[config.mk]
export PLATFORM = sky130hd
export DESIGN_NAME = inst_fetch_seq
export DESIGN_NICKNAME = d
export VERILOG_FILES = /design/src/rtl/inst_fetch_seq.sv
export SDC_FILE = /design/constraint.sdc
export NUM_CORES = 1
export LEC_CHECK = 0
export CAP_MARGIN = 20
export CORE_MARGIN = 1.5
export CORE_UTILIZATION = 30
export CTS_BUF_LIST = sky130_fd_sc_hd__clkbuf_2 sky130_fd_sc_hd__clkbuf_4 sky130_fd_sc_hd__clkbuf_8
export DETAILED_ROUTE_END_ITERATION = 10
export PLACE_DENSITY = 0.58
export SYNTH_ARGS = -nofsm -noshare
export SYNTH_HDL_FRONTEND = slang
export SYNTH_SLANG_ARGS = --single-unit
export TNS_END_PERCENT = 5
[constraint.sdc]
create_clock -name Clk -period 4.7 [get_ports Clk]
set_input_delay 0.705 -clock Clk [delete_from_list [all_inputs] [get_ports Clk]]
set_output_delay 0.705 -clock Clk [all_outputs]
set_load 0.01 [all_outputs]
[src/rtl/inst_fetch_seq.sv]
// inst_fetch_seq: program counter sequencer for the instruction ROM.
//
// Produces the instruction-memory line number each cycle. Supports a
// per-program start address, signed relative and absolute jumps, a hardware
// call/return stack, and a halt/done handshake for the test harness.
//
// Ports:
//   Clk       - system clock; all state changes on the rising edge
//   Reset     - synchronous active-low reset
//   Start     - high: load and hold ProgBase; release starts execution
//   ProgBase  - start address, sampled every cycle Start is high
//   BranchEn  - conditional branch request, taken when ALU_flag is high
//   ALU_flag  - branch condition from the ALU
//   AbsMode   - 1: Target zero-extended; 0: ProgCtr + sign-extended Target
//   Target    - jump offset or absolute address
//   CallEn    - push return address, then jump
//   RetEn     - pop top of stack into ProgCtr
//   HaltEn    - halt instruction
//   ProgCtr   - current instruction address (registered)
//   Running   - high in RUN
//   Done      - high in HALT, held until the next Start
//   StackErr  - sticky overflow/underflow flag
module inst_fetch_seq #(
  parameter int unsigned PC_W  = 11,
  parameter int unsigned TGT_W = 8,
  parameter int unsigned STK_D = 4
) (
  input  logic             Clk,
  input  logic             Reset,
  input  logic             Start,
  input  logic [PC_W-1:0]  ProgBase,
  input  logic             BranchEn,
  input  logic             ALU_flag,
  input  logic             AbsMode,
  input  logic [TGT_W-1:0] Target,
  input  logic             CallEn,
  input  logic             RetEn,
  input  logic             HaltEn,
  output logic [PC_W-1:0]  ProgCtr,
  output logic             Running,
  output logic             Done,
  output logic             StackErr
);

  // Pointer needs to represent 0..STK_D inclusive; the index only 0..STK_D-1.
  localparam int unsigned SP_W  = $clog2(STK_D + 1);
  localparam int unsigned IDX_W = (STK_D > 1) ? $clog2(STK_D) : 1;

  typedef enum logic [1:0] {StIdle, StLoad, StRun, StHalt} state_e;

  state_e          state_q, state_d;
  logic [PC_W-1:0] pc_q, pc_d;
  logic [SP_W-1:0] sp_q, sp_d;
  logic            err_q, err_d;
  logic            run_q, done_q;

  logic [PC_W-1:0] stk_q [STK_D];
  logic            push_en;
  logic [PC_W-1:0] pc_inc;
  logic [PC_W-1:0] jump_tgt;
  logic [IDX_W-1:0] push_idx, pop_idx;
  logic            stk_empty, stk_full;

  assign pc_inc    = pc_q + PC_W'(1);
  // Size cast of a signed operand sign-extends; arithmetic wraps mod 2^PC_W.
  assign jump_tgt  = AbsMode ? PC_W'(Target) : pc_q + PC_W'($signed(Target));
  assign push_idx  = IDX_W'(sp_q);
  assign pop_idx   = IDX_W'(sp_q - SP_W'(1));
  assign stk_empty = (sp_q == '0);
  assign stk_full  = (sp_q == SP_W'(STK_D));

  always_comb begin
    state_d = state_q;
    pc_d    = pc_q;
    sp_d    = sp_q;
    err_d   = err_q;
    push_en = 1'b0;
    if (Start) begin
      state_d = StLoad;
      pc_d    = ProgBase;
      sp_d    = '0;
      err_d   = 1'b0;
    end else begin
      unique case (state_q)
        StIdle: ;
        // ProgCtr already holds ProgBase, so the first RUN cycle fetches it.
        StLoad: state_d = StRun;
        StRun: begin
          if (HaltEn) begin
            state_d = StHalt;
          end else if (RetEn) begin
            if (stk_empty) begin
              err_d   = 1'b1;
              state_d = StHalt;
            end else begin
              pc_d = stk_q[pop_idx];
              sp_d = sp_q - SP_W'(1);
            end
          end else if (CallEn) begin
            if (stk_full) begin
              err_d   = 1'b1;
              state_d = StHalt;
            end else begin
              push_en = 1'b1;
              pc_d    = jump_tgt;
              sp_d    = sp_q + SP_W'(1);
            end
          end else if (BranchEn && ALU_flag) begin
            pc_d = jump_tgt;
          end else begin
            pc_d = pc_inc;
          end
        end
        StHalt: ;
        default: state_d = StIdle;
      endcase
    end
  end

  always_ff @(posedge Clk) begin
    if (!Reset) begin
      state_q <= StIdle;
      pc_q    <= '0;
      sp_q    <= '0;
      err_q   <= 1'b0;
      run_q   <= 1'b0;
      done_q  <= 1'b0;
    end else begin
      state_q <= state_d;
      pc_q    <= pc_d;
      sp_q    <= sp_d;
      err_q   <= err_d;
      run_q   <= (state_d == StRun);
      done_q  <= (state_d == StHalt);
    end
  end

  // Stack storage needs no reset: the pointer alone defines valid entries.
  always_ff @(posedge Clk) begin
    if (Reset && push_en) begin
      stk_q[push_idx] <= pc_inc;
    end
  end

  assign ProgCtr  = pc_q;
  assign Running  = run_q;
  assign Done     = done_q;
  assign StackErr = err_q;

endmodule
Yosys cells after proc, flatten, opt, wreduce, memory -nomap -nowiden

Memory sizes are Yosys's and may differ from the RTL's.
Cells that the tools add are included.
Widths: inputs -> output; s select.

$add $sub $neg: 4
Muxes and demuxes: 32
Reductions and logical operators: 10
Eq/ne operators: 11
Bitwise logic cells: 2

Operator list:

| operator              | number |
|---|---|
| $mux 11               | 9 |
| $mux 1                | 12 |
| $mux 2                | 6 |
| $mux 3                | 4 |
| $add 11x1->11 const B | 1 |
| $add 11x11->11        | 1 |
| $reduce_and 5->1      | 2 |
| $eq 2x2->1 const B    | 3 |
| $ne 2x2->1 const B    | 3 |
| $reduce_bool 2->1     | 3 |
| $ne 4x4->1 const B    | 1 |
| $pmux 2 s2            | 1 |
| $reduce_and 4->1      | 1 |
| $add 3x1->3 const B   | 1 |
| $eq 3x3->1 const B    | 1 |
| $logic_not 3->1       | 1 |
| $ne 3x3->1 const B    | 1 |
| $sub 3x1->3 const B   | 1 |
| $eq 2x1->1 const B    | 1 |
| $logic_and 1x1->1     | 2 |
| $ne 2x1->1 const B    | 1 |
| $not 1->1             | 2 |
| $reduce_or 2->1       | 1 |

Register bits: 19
Memories: 1
Logic and storage cells: 66
RAM bits: 44

Memory list:

| memory | depth | bits a word | read ports | clocked after memory_dff | write ports | line | source |
|---|---|---|---|---|---|---|---|
| stk_q  | 4     | 11          | 1          | 0                        | 1           | 57   | `logic [PC_W-1:0] stk_q [STK_D];` |

Depth between registers and ports, before layout

Gate-level depths: netlist of run 1.

Depth in word-level cells: 10
Depth in mapped cells: 9

Worst setup path after synthesis of run 1

No wires, ideal clock.

Path type: flip-flop to flip-flop
From: reg sp_q[0]
To: reg pc_q[10], in the netlist ProgCtr[10]
Cell stages (with the launch flop): 10
Setup time: 0.117 ns
Slack: 2.174 ns
Clock period less this slack: 2.526 ns
Arrival: 2.409 ns
Path buffers: 2
Path through: dfxtp_1 > buf_2 > inv_1 > ha_1 > buf_1 > mux4_2 > nand2_1 > nand2_1 > a31o_1 > a32o_1

Cells in the longest elaborated chain, start to end: 7
Elaborated cells on any way between the ends: 12
Classes of those cells: 1 x add/sub; 3 x eq/ne; 5 x mux; 2 x reduce/logical; 1 x memory

RTL lines:

| element                | line | source |
|---|---|---|
| from (decl)            | 53   | `logic [SP_W-1:0] sp_q, sp_d;` |
| from (signal assigned) | 131  | `sp_q <= sp_d;` |
| $sub 3x1->3            | -    |  |
| $mem_v2 4x11           | -    |  |
| $mux 11                | 92   | `if (stk_empty) begin` |
| $mux 11                | 91   | `end else if (RetEn) begin` |
| $mux 11                | 89   | `if (HaltEn) begin` |
| $mux 11                | 84   | `unique case (state_q)` |
| $mux 11                | 78   | `if (Start) begin` |
| to (signal assigned)   | 130  | `pc_q <= pc_d;` |
| to (decl)              | 52   | `logic [PC_W-1:0] pc_q, pc_d;` |

Parallel ways exist; a longest one is shown, timed or not. The select of a mux whose other input is x is not followed.
A chain may end at the register's enable or synchronous reset.

Final worst setup path of run 1

From: in Reset
To: mem stk_q[1][8], enable pin

Cells in the longest elaborated chain, start to end: 3

RTL lines:

| element                      | line | source |
|---|---|---|
| from (decl)                  | 29   | `input logic Reset,` |
| $logic_and 1x1->1            | 140  | `if (Reset && push_en) begin` |
| $mux 1                       | 140  |  |
| $mux 1 (implied by the code) | 141  | `stk_q[push_idx] <= pc_inc;` |
| to (decl)                    | 57   |  |

No other way between the ends.

==> flow_metrics.py, run 1 <==
metrics = {
    "pwr": {
        "p_leak_nw": 1.500,
        "peakVddDrop_uv": 121.0,
        "total_power_mw": 1.217,
        "pwr_density_cell_mw_per_mm2": 284.5,
    },
    "floorplanning": {
        "num_rows": 39,
        "initial_core_util_pct": 30.82,
        "fp.dieH_um": 111.5,
        "die_area_mm2": 0.01244,
        "die_w_um": 111.5,
        "ios": 42,
        "coreArea_mm2": 0.01147,
    },
    "logic_synthesis": {
        "synth_xor_xnor_area_share_pct": 3.965,
        "synth-edff-count": 44,
        "syn_area_mm2": 0.003535,
        "ys_types": 58,
        "yosysSeqAreaShare_pct": 48.14,
        "synth-simple-area-share_pct": 14.09,
        "synthAdderAreaFrac_pct": 6.938,
        "yosys_warnings": 0,
        "synth_compound_area_share_pct": 16.25,
        "synth-main-ff-cell": "edfxtp_1",
        "synth_top_family_by_area": "compound AO/OA/AOI/OAI gates",
        "synthCells": 318,
        "synth.mux.area_fraction_pct": 7.611,
        "syn_avg_cell_area_um2": 11.12,
        "syn-num-nets": 365,
        "synthArstFlopShare_pct": 0,
        "ys_ff_latch": 63,
    },
    "critical_path": {
        "cp_max_fo": 16,
        "r2r-end": "ProgCtr[8]",
        "max_stage_delay_ns": 0.84,
        "critPathKind": "in -> reg",
        "worstRegToRegCells": 9,
        "worstSetupEndpointType": "flop",
        "start_kind": "input pin",
        "path_cells": "clkdlybuf4s50_1 > nand2_1 > nor4_1 > and2_1",
        "required_ns": 4.67,
        "critical_path_arrival_ns": 2.96,
        "critPathSlowestCell": "clkdlybuf4s50_1",
        "crit_start": "Reset",
        "cp-endpoint": "stk_q[1][8]",
        "r2r_start": "sp_q[0]",
        "r2r_setup_slack_ns": 2.04,
    },
    "timing": {
        "timing.final.ws_setup_ns": 1.702,
        "setup_viol": 0,
        "max_freq_ghz": 0.3336,
        "slew_headroom_pct": 42.04,
        "slew_viol_final": 0,
        "finalCritPeriodShare_pct": 63.78,
        "fin_skew_ns": 0.009475,
        "rsz0062_at_grt": "false",
        "hold_viol": 0,
        "worst_slew_pin_slew_ns": 0.8615,
        "layout_min_cycle_time_ns": 2.998,
        "final.setup.tns_ns": 0,
    },
    "clocking": {
        "cts_root_buffer": "clkbuf_8",
        "cts_hold_buf": 0,
        "clk_pin_slew_ns": 0.07,
        "htreeDepth": 3,
        "clk_latency_ns": 0.33,
        "ctsResizeCount": 0,
        "numCtsBuffers": 9,
        "cts.sinks": 63,
        "tritoncts": "built",
        "postCtsSetupRepairBufs": 0,
        "clockBufferDepth": 2,
    },
    "placed_design": {
        "place_congestion": 0.8286,
        "portBuffers": 41,
        "dp_slack_ns": 1.336,
        "hpwl_um": 6252,
        "dp_cells": 495,
    },
    "grt": {
        "grt_pass1_vias": 2693,
        "antenna_found_initial": 0,
        "grt_first_pass_wirelength_um": 13680,
        "grt_max_degree": 23,
        "globalRouteOverflowTotal": 0,
        "gr-usage-all-layers_pct": 14.20,
    },
    "drt": {
        "wirelength_um": 8627,
        "drtIter0Drc": 214,
        "vias": 2671,
        "drtAntennaViolNets": 0,
        "first_pass_iters": 4,
        "via_per_inst": 5.227,
        "drc": 0,
        "wl_per_cell_um": 16.88,
    },
    "finish": {
        "diodes": 0,
        "drive_above_1_share_pct": 9.511,
        "layout-area-overhead-vs-synth_pct": 20.99,
        "nNetsFinal": 410,
        "finalNonFillerCells": 511,
    },
    "flow_run": {
        "maxCapViolCount": 0,
    },
    "hold_path": {
        "hold_class": "reg -> reg",
        "hold_depth": 2,
    },
    "run_status": {
        "outcome": "complete, no violations",
    },
}
-- cells in the final DEF, fill, tap and decap left out, drive strengths merged, types with 2 or more instances in the layout --
| cell | n |
|---|---|
| and2 | 7 |
| nand3 | 8 |
| clkinv | 4 |
| mux4 | 11 |
| o311ai | 4 |
| a211o | 2 |
| edfxtp | 44 |
| a211oi | 6 |
| clkdlybuf4s50 | 41 |
| nand2b | 6 |
| and3 | 4 |
| a22o | 3 |
| o21ai | 20 |
| o21a | 2 |
| nand2 | 17 |
| a22oi | 2 |
| nor2b | 5 |
| o31ai | 3 |
| dfxtp | 19 |
| nand4 | 2 |
| or3 | 3 |
| clkinvlp | 2 |
| nor4 | 4 |
| nor3 | 7 |
| a2111oi | 2 |
| or4 | 4 |
| clkbuf | 10 |
| a32o | 2 |
| inv | 18 |
| o211ai | 2 |
| buf | 3 |
| o22ai | 2 |
| xnor2 | 8 |
| o21bai | 3 |
| ha | 18 |
| xor2 | 8 |
| nor2 | 22 |
| a21oi | 21 |
| a21o | 4 |
-- per-layer routing --
metal  up-vias  routed length, µm  global-route usage (%)
met4         0                101                   5.485
met5         -                  0                       0
met1      1304               3958                   18.24
li1       1302                  -                       -
met3         8                400                   2.667
met2        57               4168                   23.80
-- through the flow --
stage               utilization, %  hold WS (ns)  cell area, µm²
detailed placement           35.82        0.4543            4108
finish                       37.29        0.4574            4277
global route                 37.29        0.4968            4277
global placement             35.82        0.4537            4108
floorplan                        -        0.4696            3535
CTS                          37.29        0.4652            4277
-- power by group --
| part | internal [mW] | switching, mW | total [mW] | leakage, nW |
|---|---|---|---|---|
| clock network | 0.194 | 0.210 | 0.404 | 0.0831 |
| logic | 0.0895 | 0.104 | 0.193 | 0.864 |
| registers | 0.604 | 0.0147 | 0.619 | 0.554 |
| total | 0.888 | 0.329 | 1.22 | 1.50 |
-- cells in the mapped netlist (4+ instances only) --
library cell   n  area share, %
a211oi_1       6            1.3
a21o_1         4           0.85
a21oi_1       21            3.0
and2_1         7            1.2
and3_1         4           0.71
clkbuf_1       7           0.74
dfxtp_1       19             11
edfxtp_1      44             37
ha_1          18            6.4
inv_1         17            1.8
mux4_2        11            7.0
nand2_1       17            1.8
nand2b_1       6            1.1
nand3_1        8            1.1
nor2_1        21            2.2
nor2b_1        5           0.88
nor3_1         6           0.85
nor4_1         4           0.71
o21ai_0       12            1.7
o21ai_1        8            1.1
or4_1          4           0.85
xnor2_1        8            2.0
xor2_1         8            2.0
-- critical path: cells and delay by family --
family        cells  cell delay, ns
simple gates      3            1.41
buf+inv           1            0.84
-- final cells by class --
type	count	area, µm²
clock buffers	10	131.4
clock inverters	6	37.54
fillers	1127	7191
inverters	18	67.56
multi-input cells	227	1727
flip-flops and latches	63	1702
well taps	143	178.9
repair buffers	44	432.9
-- how the worst min path moves through the flow --
stage                   from        to
floorplan           StackErr  StackErr
global placement    StackErr  StackErr
detailed placement  StackErr  StackErr
CTS                 StackErr  StackErr
global route        StackErr  StackErr
finish              StackErr  StackErr
-- cell families (layout without fill, tap and decap cells) --
kind of cell,Yosys count,in the layout
xor gates and xnor gates,16,16
and+or+nand+nor,93,93
adders and majority gates,19,19
buffers and inverters,28,78
AOI/OAI and AO/OA,86,86
DFF,63,63
muxes,13,13
-- flip-flops by register name (all words and copies together), names as in the netlist --
register and count:
Done 1, ProgCtr 11, Running 1, StackErr 1, sp_q 3, state_q 2, stk_q 44
Power figures use the tool's default switching activity.
==> run 2: changes to the inputs <==
==> constraint.sdc (replaced) <==
create_clock -name Clk -period 3 [get_ports Clk]
set_input_delay 0.45 -clock Clk [delete_from_list [all_inputs] [get_ports Clk]]
set_output_delay 0.45 -clock Clk [all_outputs]
set_load 0.01 [all_outputs]
==> flow_metrics.py, run 2 (same netlist as run 1, synthesis figures left out) <==
metrics = {
    "finish": {
        "mostFrequentLayoutCells": "edfxtp_1 (44), clkdlybuf4s50_1 (41), nor2_1 (21), a21oi_1 (21), dfxtp_1 (19)",
        "diodes": 0,
        "nNetsFinal": 420,
        "finalNonFillerCells": 521,
        "top_register": "stk_q",
        "layout_commonest_cell": "edfxtp_1",
        "drive_above_1_share_pct": 12.17,
        "final_core_util_pct": 38.46,
        "fin_area_mm2": 0.004410,
        "n_fill_cell": 1107,
        "largest_reg_flops": 44,
        "layout-area-overhead-vs-synth_pct": 24.78,
    },
    "critical_path": {
        "r2r_start": "ProgCtr[0]",
        "worstRegToRegCells": 8,
        "critPathKind": "in -> reg",
        "cp_max_fo": 4,
        "required_ns": 3.23,
        "r2r_setup_slack_ns": 0.76,
        "critical_path_arrival_ns": 2.67,
        "r2r-end": "ProgCtr[10]",
        "start_kind": "input pin",
        "worstSetupEndpointType": "flop",
    },
    "timing": {
        "layout_min_cycle_time_ns": 2.434,
        "timing.final.ws_setup_ns": 0.5662,
        "slew_headroom_pct": 59.76,
        "whs_ns": 0.4460,
        "slew_viol_final": 0,
        "worst_slew_pin_slew_ns": 0.6018,
        "hold_viol": 0,
        "rsz0062_at_grt": "false",
        "fin_skew_ns": 0.01677,
        "finalCritPeriodShare_pct": 81.13,
        "setup_viol": 0,
        "final.setup.tns_ns": 0,
        "max_freq_ghz": 0.4109,
    },
    "drt": {
        "route.met2.wl_um": 4272,
        "wl_per_cell_um": 17.08,
        "first_pass_iters": 4,
        "met1_length_um": 3971,
        "wl_met3_um": 461,
        "vias": 2774,
        "via_per_inst": 5.324,
        "drtAntennaViolNets": 0,
        "top_layer": "met4",
        "wirelength_um": 8898,
        "drtIter0Drc": 255,
        "drc": 0,
    },
    "floorplanning": {
        "fp.dieH_um": 111.5,
        "die_w_um": 111.5,
        "initial_core_util_pct": 30.82,
        "die_area_mm2": 0.01244,
        "coreArea_mm2": 0.01147,
        "ios": 42,
        "num_rows": 39,
    },
    "pwr": {
        "peakVddDrop_uv": 207.7,
        "pwr_density_cell_mw_per_mm2": 478.1,
        "total_power_mw": 2.109,
        "p_leak_nw": 1.584,
    },
    "clocking": {
        "clk_latency_ns": 0.34,
        "tritoncts": "built",
        "ctsResizeCount": 0,
        "cts_hold_buf": 0,
        "postCtsSetupRepairBufs": 0,
        "clockBufferDepth": 2,
        "numCtsBuffers": 9,
        "htreeDepth": 3,
        "cts_root_buffer": "clkbuf_8",
        "cts.sinks": 63,
        "clk_pin_slew_ns": 0.07,
    },
    "placed_design": {
        "hpwl_um": 6520,
        "dp_slack_ns": 0.1965,
        "place_congestion": 0.7971,
        "dp_cells": 505,
        "portBuffers": 41,
        "place_area_mm2": 0.004183,
    },
    "grt": {
        "globalRouteOverflowTotal": 0,
        "grt_first_pass_wirelength_um": 14270,
        "antenna_found_initial": 0,
        "grt_max_degree": 22,
        "gr-usage-all-layers_pct": 14.76,
        "grt_pass1_vias": 2753,
    },
    "flow_run": {
        "maxCapViolCount": 0,
    },
    "hold_path": {
        "holdPathEnd": "StackErr",
        "hold_depth": 2,
        "hold_start": "StackErr",
        "hold_class": "reg -> reg",
    },
    "run_status": {
        "outcome": "complete, no violations",
    },
}
run 2: worst max-delay path, stage by stage:
cell             delay (ns)
clkdlybuf4s50_1        0.49
ha_1                   0.20
inv_1                  0.06
fa_1                   0.38
nor2b_1                0.20
o31a_1                 0.22
o21ai_1                0.13
o21ai_0                0.23
xnor2_1                0.10
a32o_1                 0.21
run 2: worst max path at each step:
stage              start          end  slack [ns]
6_report       Target[0]  ProgCtr[10]        0.57
5_1_grt        Target[0]  ProgCtr[10]        0.39
3_5_place_dp   Target[0]  ProgCtr[10]        0.20
2_1_floorplan    sp_q[0]  ProgCtr[10]        0.47
3_3_place_gp   Target[0]  ProgCtr[10]        0.24
4_1_cts        Target[0]  ProgCtr[10]        0.57
run 2: layer usage:
| layer | up-vias | global-route usage, % |
|---|---|---|
| met5 | - | 0 |
| met4 | 0 | 5.823 |
| met3 | 13 | 3.103 |
| met2 | 76 | 24.70 |
| met1 | 1356 | 18.72 |
| li1 | 1329 | - |
run 2: final cells by class:
class | instances | area (µm²) | share of cell area, %
timing repair buffer | 54 | 508.0 | 11.52
clock buffer | 9 | 123.9 | 2.809
clock inverter | 7 | 103.9 | 2.355
inverter | 18 | 67.56 | 1.532
multi-input combinational | 227 | 1727 | 39.15
sequential | 63 | 1702 | 38.58
tap | 143 | 178.9 | 4.057
run 2: power breakdown:
group | switching [mW] | internal, mW | total [mW]
clock network | 0.351 | 0.477 | 0.829
registers | 0.0218 | 0.947 | 0.968
logic | 0.167 | 0.144 | 0.312
total | 0.541 | 1.57 | 2.11
